File: src/rtl/tree_pkg.sv
// rtl/tree_pkg.sv - shared types and constants for the tree fan-out node family
//
// Purpose: state and status encodings shared by tree_fanout_node, its
//          sub-modules and anything that decodes rsp_status upstream.
// Ports:   none (package).
package tree_pkg;

   localparam int MAX_FANOUT = 32;

   typedef enum logic [1:0] {
      IDLE  = 2'd0,
      ISSUE = 2'd1,
      WAIT  = 2'd2,
      RESP  = 2'd3
   } state_t;

   typedef enum logic [1:0] {
      ST_OK      = 2'd0,
      ST_ERR     = 2'd1,
      ST_TIMEOUT = 2'd2
   } status_t;

endpackage

File: src/rtl/tree_timeout_ctr.sv
// rtl/tree_timeout_ctr.sv - saturating wait-phase timeout counter
//
// Purpose: counts enabled cycles and flags the cycle in which the count
//          reaches LIMIT. The count saturates at LIMIT and never wraps.
// Ports:
//   clk     in  clock, rising edge
//   rst     in  synchronous active-high reset
//   clr     in  clear count to zero (wins over en)
//   en      in  count this cycle
//   expired out high in the enabled cycle that brings the count to LIMIT
//               (and any enabled cycle after that)
module tree_timeout_ctr #(
   parameter int LIMIT = 1023
) (
   input  logic clk,
   input  logic rst,
   input  logic clr,
   input  logic en,
   output logic expired
);

   localparam int              CW      = $clog2(LIMIT + 1);
   localparam logic [CW-1:0]   C_LIMIT = CW'(LIMIT);
   localparam logic [CW-1:0]   C_ONE   = CW'(1);

   logic [CW-1:0] r_cnt;

   always_ff @(posedge clk) begin
      if (rst || clr) begin
         r_cnt <= '0;
      end else if (en && (r_cnt != C_LIMIT)) begin
         r_cnt <= r_cnt + C_ONE;
      end
   end

   // Combinational look-ahead so the owner can leave its wait state on the
   // same edge at which the count reaches LIMIT.
   assign expired = en && (r_cnt >= (C_LIMIT - C_ONE));

endmodule

File: src/rtl/tree_fanout_node.sv
// rtl/tree_fanout_node.sv - fan-out control node: start children, aggregate done/err, respond upstream
//
// Purpose: accepts one tagged request from the parent, pulses child_start
//          (broadcast or one child at a time), collects child done/error
//          flags and returns one aggregated response (OK / ERR / TIMEOUT).
// Ports:
//   clk, rst              clock, synchronous active-high reset
//   req_valid/req_ready   parent request handshake, req_id = tag
//   child_start           one-cycle start pulses, one bit per child
//   child_done/child_err  child completion and error (err qualified by done)
//   rsp_valid/rsp_ready   response handshake, rsp_id/rsp_status held until taken
//   busy                  high from accept until the response handshake
module tree_fanout_node
   import tree_pkg::*;
#(
   parameter int FANOUT   = 10,
   parameter int SEQ_MODE = 0,
   parameter int TIMEOUT  = 1023,
   parameter int ID_W     = 8
) (
   input  logic              clk,
   input  logic              rst,
   input  logic              req_valid,
   output logic              req_ready,
   input  logic [ID_W-1:0]   req_id,
   output logic [FANOUT-1:0] child_start,
   input  logic [FANOUT-1:0] child_done,
   input  logic [FANOUT-1:0] child_err,
   output logic              rsp_valid,
   input  logic              rsp_ready,
   output logic [ID_W-1:0]   rsp_id,
   output logic [1:0]        rsp_status,
   output logic              busy
);

   localparam int                IDX_W    = (FANOUT > 1) ? $clog2(FANOUT) : 1;
   localparam logic [IDX_W-1:0]  LAST_IDX = IDX_W'(FANOUT - 1);
   localparam logic [IDX_W-1:0]  IDX_ONE  = IDX_W'(1);
   localparam logic [FANOUT-1:0] ALL_ONES = {FANOUT{1'b1}};
   localparam bit                SEQ      = (SEQ_MODE != 0);

   state_t            r_state;
   logic [ID_W-1:0]   r_id;
   status_t           r_status;
   logic [FANOUT-1:0] r_done_mask;
   logic              r_err;
   logic [IDX_W-1:0]  r_idx;

   logic              w_in_wait;
   logic              w_issue;
   logic              w_sel_done;
   logic              w_sel_err;
   logic              w_err_next;
   logic              w_complete;
   logic              w_advance;
   logic              w_expired;
   logic [FANOUT-1:0] w_mask_next;
   logic [FANOUT-1:0] w_onehot;

   assign w_in_wait = (r_state == WAIT);
   // Outputs are forced quiet while rst is high so an abort never emits a
   // stray start pulse or response in the reset cycle itself.
   assign w_issue   = (r_state == ISSUE) && !rst;

   always_comb begin
      w_onehot        = '0;
      w_onehot[r_idx] = 1'b1;
   end

   assign w_sel_done  = child_done[r_idx];
   assign w_sel_err   = child_err[r_idx];
   assign w_mask_next = r_done_mask | child_done;

   // Sequential mode only listens to the selected child; broadcast mode
   // accumulates every child, so a level done held for many cycles is
   // absorbed by the OR and counts once.
   assign w_err_next = r_err | (SEQ ? (w_sel_done & w_sel_err)
                                    : |(child_done & child_err));
   assign w_complete = SEQ ? (w_sel_done && (r_idx == LAST_IDX))
                           : (w_mask_next == ALL_ONES);
   assign w_advance  = SEQ && w_sel_done && (r_idx != LAST_IDX);

   // The timeout window is per wait phase: clearing whenever we are not in
   // WAIT covers both the fresh accept and every sequential re-issue.
   tree_timeout_ctr #(
      .LIMIT (TIMEOUT)
   ) u_timeout (
      .clk     (clk),
      .rst     (rst),
      .clr     (!w_in_wait),
      .en      (w_in_wait),
      .expired (w_expired)
   );

   always_ff @(posedge clk) begin
      if (rst) begin
         r_state     <= IDLE;
         r_id        <= '0;
         r_status    <= ST_OK;
         r_done_mask <= '0;
         r_err       <= 1'b0;
         r_idx       <= '0;
      end else begin
         case (r_state)
            IDLE: begin
               if (req_valid) begin
                  r_id        <= req_id;
                  r_done_mask <= '0;
                  r_err       <= 1'b0;
                  r_idx       <= '0;
                  r_state     <= ISSUE;
               end
            end
            ISSUE: begin
               r_state <= WAIT;
            end
            WAIT: begin
               r_done_mask <= w_mask_next;
               r_err       <= w_err_next;
               // Completion is checked before expiry so a done landing in
               // the expiry cycle still reports OK/ERR.
               if (w_complete) begin
                  r_status <= w_err_next ? ST_ERR : ST_OK;
                  r_state  <= RESP;
               end else if (w_advance) begin
                  r_idx   <= r_idx + IDX_ONE;
                  r_state <= ISSUE;
               end else if (w_expired) begin
                  r_status <= ST_TIMEOUT;
                  r_state  <= RESP;
               end
            end
            RESP: begin
               if (rsp_ready) begin
                  r_state <= IDLE;
               end
            end
            default: begin
               r_state <= IDLE;
            end
         endcase
      end
   end

   assign req_ready   = (r_state == IDLE) && !rst;
   assign child_start = {FANOUT{w_issue}} & (SEQ ? w_onehot : ALL_ONES);
   assign rsp_valid   = (r_state == RESP) && !rst;
   assign rsp_id      = r_id;
   assign rsp_status  = r_status;
   assign busy        = (r_state != IDLE) && !rst;

endmodule
File: config.mk
export PLATFORM = sky130hd
export DESIGN_NAME = tree_fanout_node
export DESIGN_NICKNAME = d
export VERILOG_FILES = /design/src/rtl/tree_pkg.sv /design/src/rtl/tree_timeout_ctr.sv /design/src/rtl/tree_fanout_node.sv
export SDC_FILE = /design/constraint.sdc
export NUM_CORES = 1
export LEC_CHECK = 0
export CAP_MARGIN = 10
export CORE_MARGIN = 2
export CORE_UTILIZATION = 41
export CTS_CLUSTER_DIAMETER = 30
export DETAILED_ROUTE_END_ITERATION = 10
export PLACE_DENSITY = 0.76
export SKIP_CTS_REPAIR_TIMING = 1
export SYNTH_ARGS = -nofsm -noshare
export SYNTH_HDL_FRONTEND = slang
export SYNTH_SLANG_ARGS = --single-unit
File: constraint.sdc
create_clock -name clk -period 1.75 [get_ports clk]
set_input_delay 0.525 -clock clk [delete_from_list [all_inputs] [get_ports clk]]
set_output_delay 0.525 -clock clk [all_outputs]
set_load 0.05 [all_outputs]
# Word level (Yosys, flattened, before mapping)
# Cells that the tools add are included.
totals:
  input_bits: 32
  regBits: 33
  output_inout_bits: 23
classes:
  mux: 12
  bitwise: 3
  reduce_logical: 18
  eq_ne: 8
  magnitude_cmp: 1
  add_sub_neg: 1
ops:
  columns: ["cell", "count"]
  rows:
  - ["10-bit one-hot mux with 2 select lines", 1]
  - ["2-bit two-way mux", 6]
  - ["10-bit by 1-bit adder with 10-bit output (second input constant)", 1]
  - ["10-bit AND", 1]
  - ["10-bit == test (second input constant)", 1]
  - ["10-bit >= comparator (second input constant)", 1]
  - ["10-bit two-way mux", 1]
  - ["10-bit != test (second input constant)", 1]
  - ["10-bit OR", 1]
  - ["10-bit OR reduction", 1]
  - ["2-bit one-hot mux with 4 select lines", 1]
  - ["1-bit logical AND", 6]
  - ["2-bit AND reduction", 3]
  - ["2-bit nonzero test", 3]
  - ["2-bit == test (second input constant)", 2]
  - ["2-bit != test (second input constant)", 2]
  - ["3-bit != test (second input constant)", 1]
  - ["3-bit AND reduction", 1]
  - ["2-bit by 1-bit == test with 1-bit output (second input constant)", 1]
  - ["1-bit logical NOT", 2]
  - ["2-bit logical NOT", 1]
  - ["1-bit two-way mux", 2]
  - ["1-bit one-hot mux with 2 select lines", 1]
  - ["1-bit logical OR", 1]
  - ["1-bit OR", 1]

# Depth between registers and ports, before layout
depth:
  ltp_word: 5
  mapped_depth: 7
  ltp_nobuf: 6

# Cells and area by module
# A second synthesis with hierarchy kept.
unflattened:
  cells_unflattened: 211
  area_unflattened_um2: 1739.2
modules_own_cells:
  columns: ["mod", "cells_per_inst", "instances", "area_per_inst_um2"]
  rows:
  - ["tree_fanout_node", 147, 1, 1157.4]
  - ["tree_timeout_ctr", 64, 1, 581.8]

# Least setup slack after synthesis
# No wires, ideal clock.
synth_path:
  kind: "input to output"
  from: "in rst"
  to: "out busy"
  cell_stages: 3
  required_time_ps: 1225
  arrival_ps: 1559
  n_path_buf: 2
  path_slack_ps: -334
  cell_sequence: "clkbuf_1 > buf_1 > nor2_1"
synth_between:
  elab_chain_cells: 2
synth_lines:
  columns: ["element", "line_no", "text"]
  rows:
  - ["start, declared", "tree_fanout_node.sv:22", "input logic rst,"]
  - ["1-bit logical NOT", "tree_fanout_node.sv:150", "assign busy = (r_state != IDLE) && !rst;"]
  - ["1-bit logical AND", "tree_fanout_node.sv:150", null]
  - ["end, declared", "tree_fanout_node.sv:33", "output logic busy"]
# Every way passes these cells.

# Worst setup path in the final report
layout_path:
  from: "reg r_state[1]"
  to: "out child_start[9]"
layout_between:
  elab_chain_cells: 2
layout_lines:
  columns: ["element", "line_no", "text"]
  rows:
  - ["start, declared", "tree_fanout_node.sv:42", "state_t r_state;"]
  - ["start signal, assigned", "tree_fanout_node.sv:97", "r_state <= IDLE;"]
  - ["start signal, assigned", "tree_fanout_node.sv:111", "r_state <= ISSUE;"]
  - ["start signal, assigned", "tree_fanout_node.sv:115", "r_state <= WAIT;"]
  - ["2-bit by 1-bit == test with 1-bit output", "tree_fanout_node.sv:63", "assign w_issue = (r_state == ISSUE) && !rst;"]
  - ["1-bit logical AND", "tree_fanout_node.sv:63", null]
  - ["end, declared", "tree_fanout_node.sv:26", "output logic [FANOUT-1:0] child_start,"]
# Every way passes these cells.

==> impl_metrics.json <==
{
  "cts_root_buffer": "clkbuf_8",
  "synth_nets": 240,
  "routedWlPerCell_um": 14.82,
  "drtPass1Iterations": 4,
  "combPwrFrac_pct": 56.9,
  "status": "finished with violations",
  "maxCapViolations": 0,
  "area_growth_pct": 64.74,
  "power.total_uw": 3406,
  "setup_tns_ps": -810.5,
  "port_buffers": 54,
  "worst_pin_slew_ps": 435.8,
  "routed-wl-met2_um": 2381,
  "nets": 298,
  "routed_wl_um": 4578,
  "num_vias": 1646,
  "rsz0062_at_grt": "yes",
  "cts_buffer_depth": 2,
  "die_h_um": 66.96,
  "cts_max_level": 2,
  "routed.top_layer": "met4",
  "layout_setup_ws_ps": -90.91,
  "vdd_drop_max_mv": 0.7289,
  "final_cell_mix": "36 x a21oi_1, 31 x dfxtp_1, 30 x clkdlybuf4s50_1",
  "grt_pass1_wl_um": 6582,
  "fin_crit_sh_pct": 105.2,
  "min_path_cells": 2,
  "crit_path_start_kind": "register",
  "avgSynthCellArea_um2": 8.046,
  "worstSetupPathType": "register to primary output",
  "worst_ep_arrival_time_ps": 1320,
  "fmax_mhz": 543.2,
  "crit_path_end_kind": "primary output",
  "io_pins": 55,
  "wl_met3_um": 260,
  "core-area_mm2": 0.003744,
  "critPathRequiredTime_ps": 1220,
  "ys_types": 37,
  "mostFrequentLayoutCell": "a21oi_1",
  "rows": 22,
  "skew_ps": 5.055,
  "drive_gt1_share_pct": 22.99,
  "hold_path_class": "register to register",
  "ys_seq_area_share_pct": 40.65,
  "path_max_fanout": 5,
  "seq_power_share_pct": 27.6,
  "start_util_pct": 43.42,
  "postRouteAntennaNets": 0,
  "grt_usage_pct": 19.15,
  "violations": "negative setup slack",
  "vias_per_cell": 5.327,
  "post-route-drc-count": 0,
  "period_minus_slack_ps": 1841,
  "clock_power_share_pct": 15.6,
  "p_int_uw": 2052,
  "dieArea_mm2": 0.004484,
  "powerDensity_mw_per_mm2": 1272,
  "grt_max_degree": 19,
  "place_area_mm2": 0.002464,
  "path_clk_slew_ps": 60,
  "postSynthCellCount": 202,
  "synth_warnings": 0,
  "cts_tree": "done",
  "clk_latency_ps": 280,
  "grt_pass1_vias": 1544,
  "synth_area_mm2": 0.001625,
  "die_width_um": 66.96,
  "synth_seq_cells": 33,
  "finalSetupViolations": 13,
  "relSlewSlack_pct": 70.79,
  "first_iter_violations": 93,
  "grt_antenna_before_repair": 0,
  "swShare_pct": 39.75,
  "wirelength_met1_um": 1866,
  "antenna_cells": 0,
  "timing.hold.ws_ps": 491.1,
  "final_util_pct": 71.52,
  "final_cell_area_mm2": 0.002678,
  "finalWeightedCongestion": 0.7891,
  "cts_buffers": 5,
  "cts.sinks": 33,
  "rr_worst_depth": 5,
  "slew_violations": 0,
  "overflow": 0,
  "p_leak_uw": 0.0009573,
  "p_switching_uw": 1354,
  "dpl.hpwl_um": 3072,
  "hold_viol_final": 0
}
[layout make-up]
cell class | count | area (um2)
Tap cell | 48 | 60.06
Multi-Input combinational cell | 143 | 912.1
Timing Repair Buffer | 70 | 935.9
Fill cell | 277 | 1066
Inverter | 7 | 26.28
Clock buffer | 8 | 80.08
Sequential cell | 33 | 663.1
[layer usage]
layer,up-vias,global-route usage [%]
li1,815,-
met1,782,21.47
met2,40,35.88
met3,9,4.730
met4,0,4.592
met5,-,0
[cell usage after synthesis]
cell type  number  area, um2
dfxtp_1        33      660.6
nor2_1         10      37.54
or2_1           1      6.260
nor4_1          1      6.260
xor2_1          1      8.760
a21oi_1        36      180.2
clkbuf_1        6      22.52
a31oi_1         1      6.260
xnor2_1         4      35.03
o21a_1          1      7.510
and2_1          1      6.260
nand4_2         1      12.51
buf_1           2      7.510
nor3_2          1      10.01
o311ai_0        1      8.760
nand2_1        23      86.33
o211ai_1        1      7.510
nand2b_1        7      43.79
nand3_1         4      20.02
buf_2           1      5.000
o2111ai_1       1      8.760
nor4_2          1      12.51
inv_1           7      26.28
nand3b_1        1      7.510
a22oi_1         3      22.52
a222oi_1        1      10.01
mux2i_1         1      10.01
nor3_1         12      60.06
buf_4          10      75.07
nor2b_1         3      18.77
o22ai_1         5      31.28
ha_1            6      75.07
or3_1           5      31.28
o21ai_0         7      35.03
a211oi_1        1      7.510
nand4b_1        1      8.760
nand4_1         1      6.260
[per-stage QoR]
| step | setup WS (ps) | std cells |
|---|---|---|
| 2_1_floorplan | -178.5 | 202 |
| 3_3_place_gp | -299.5 | 297 |
| 3_5_place_dp | -332.5 | 297 |
| 4_1_cts | -287.3 | 305 |
| 5_1_grt | -149.9 | 309 |
| 6_report | -90.91 | 309 |
[power groups by stage]
stage	logic (uW)	registers [uW]	clock network [uW]
floorplan	872	1040	0
global route	2040	951	569
global placement	1690	938	0
CTS	1720	927	541
finish	1940	939	531
detailed placement	1720	943	0
[critical path, cell delays in order, from the launching register on]
cell	delay, ps
dfxtp_2	340
inv_2	70
ha_4	110
nor2b_4	190
clkbuf_16	190
buf_12	130
[logic make-up after synthesis]
family,after synthesis,share of synthesized area (%)
simple gates,73,23.02
compound gates,58,20.02
flops,33,40.65
buf+inv,26,8.391
fa+ha+maj,6,4.619
xor+xnor,5,2.694
mux,1,0.6159
[worst paths after layout]
check / start / to / slack (ps)
hold / removal: rsp_id[6]$_SDFFE_PP0P_ / rsp_id[6]$_SDFFE_PP0P_ / 490
setup reg to reg: r_state[0]$_SDFFE_PP0P_ / rsp_status[0]$_SDFFE_PP0P_ / 80
hold reg to reg: rsp_id[6]$_SDFFE_PP0P_ / rsp_id[6]$_SDFFE_PP0P_ / 490
setup / recovery: r_state[1]$_SDFFE_PP0P_ / child_start[9] / -90
[registers in the layout (all words and copies together), names as in the netlist]
signal           count
r_done_mask         10
u_timeout.r_cnt     10
rsp_id               8
r_state              2
rsp_status           2
r_err                1
(Power assumes the default switching activity.)
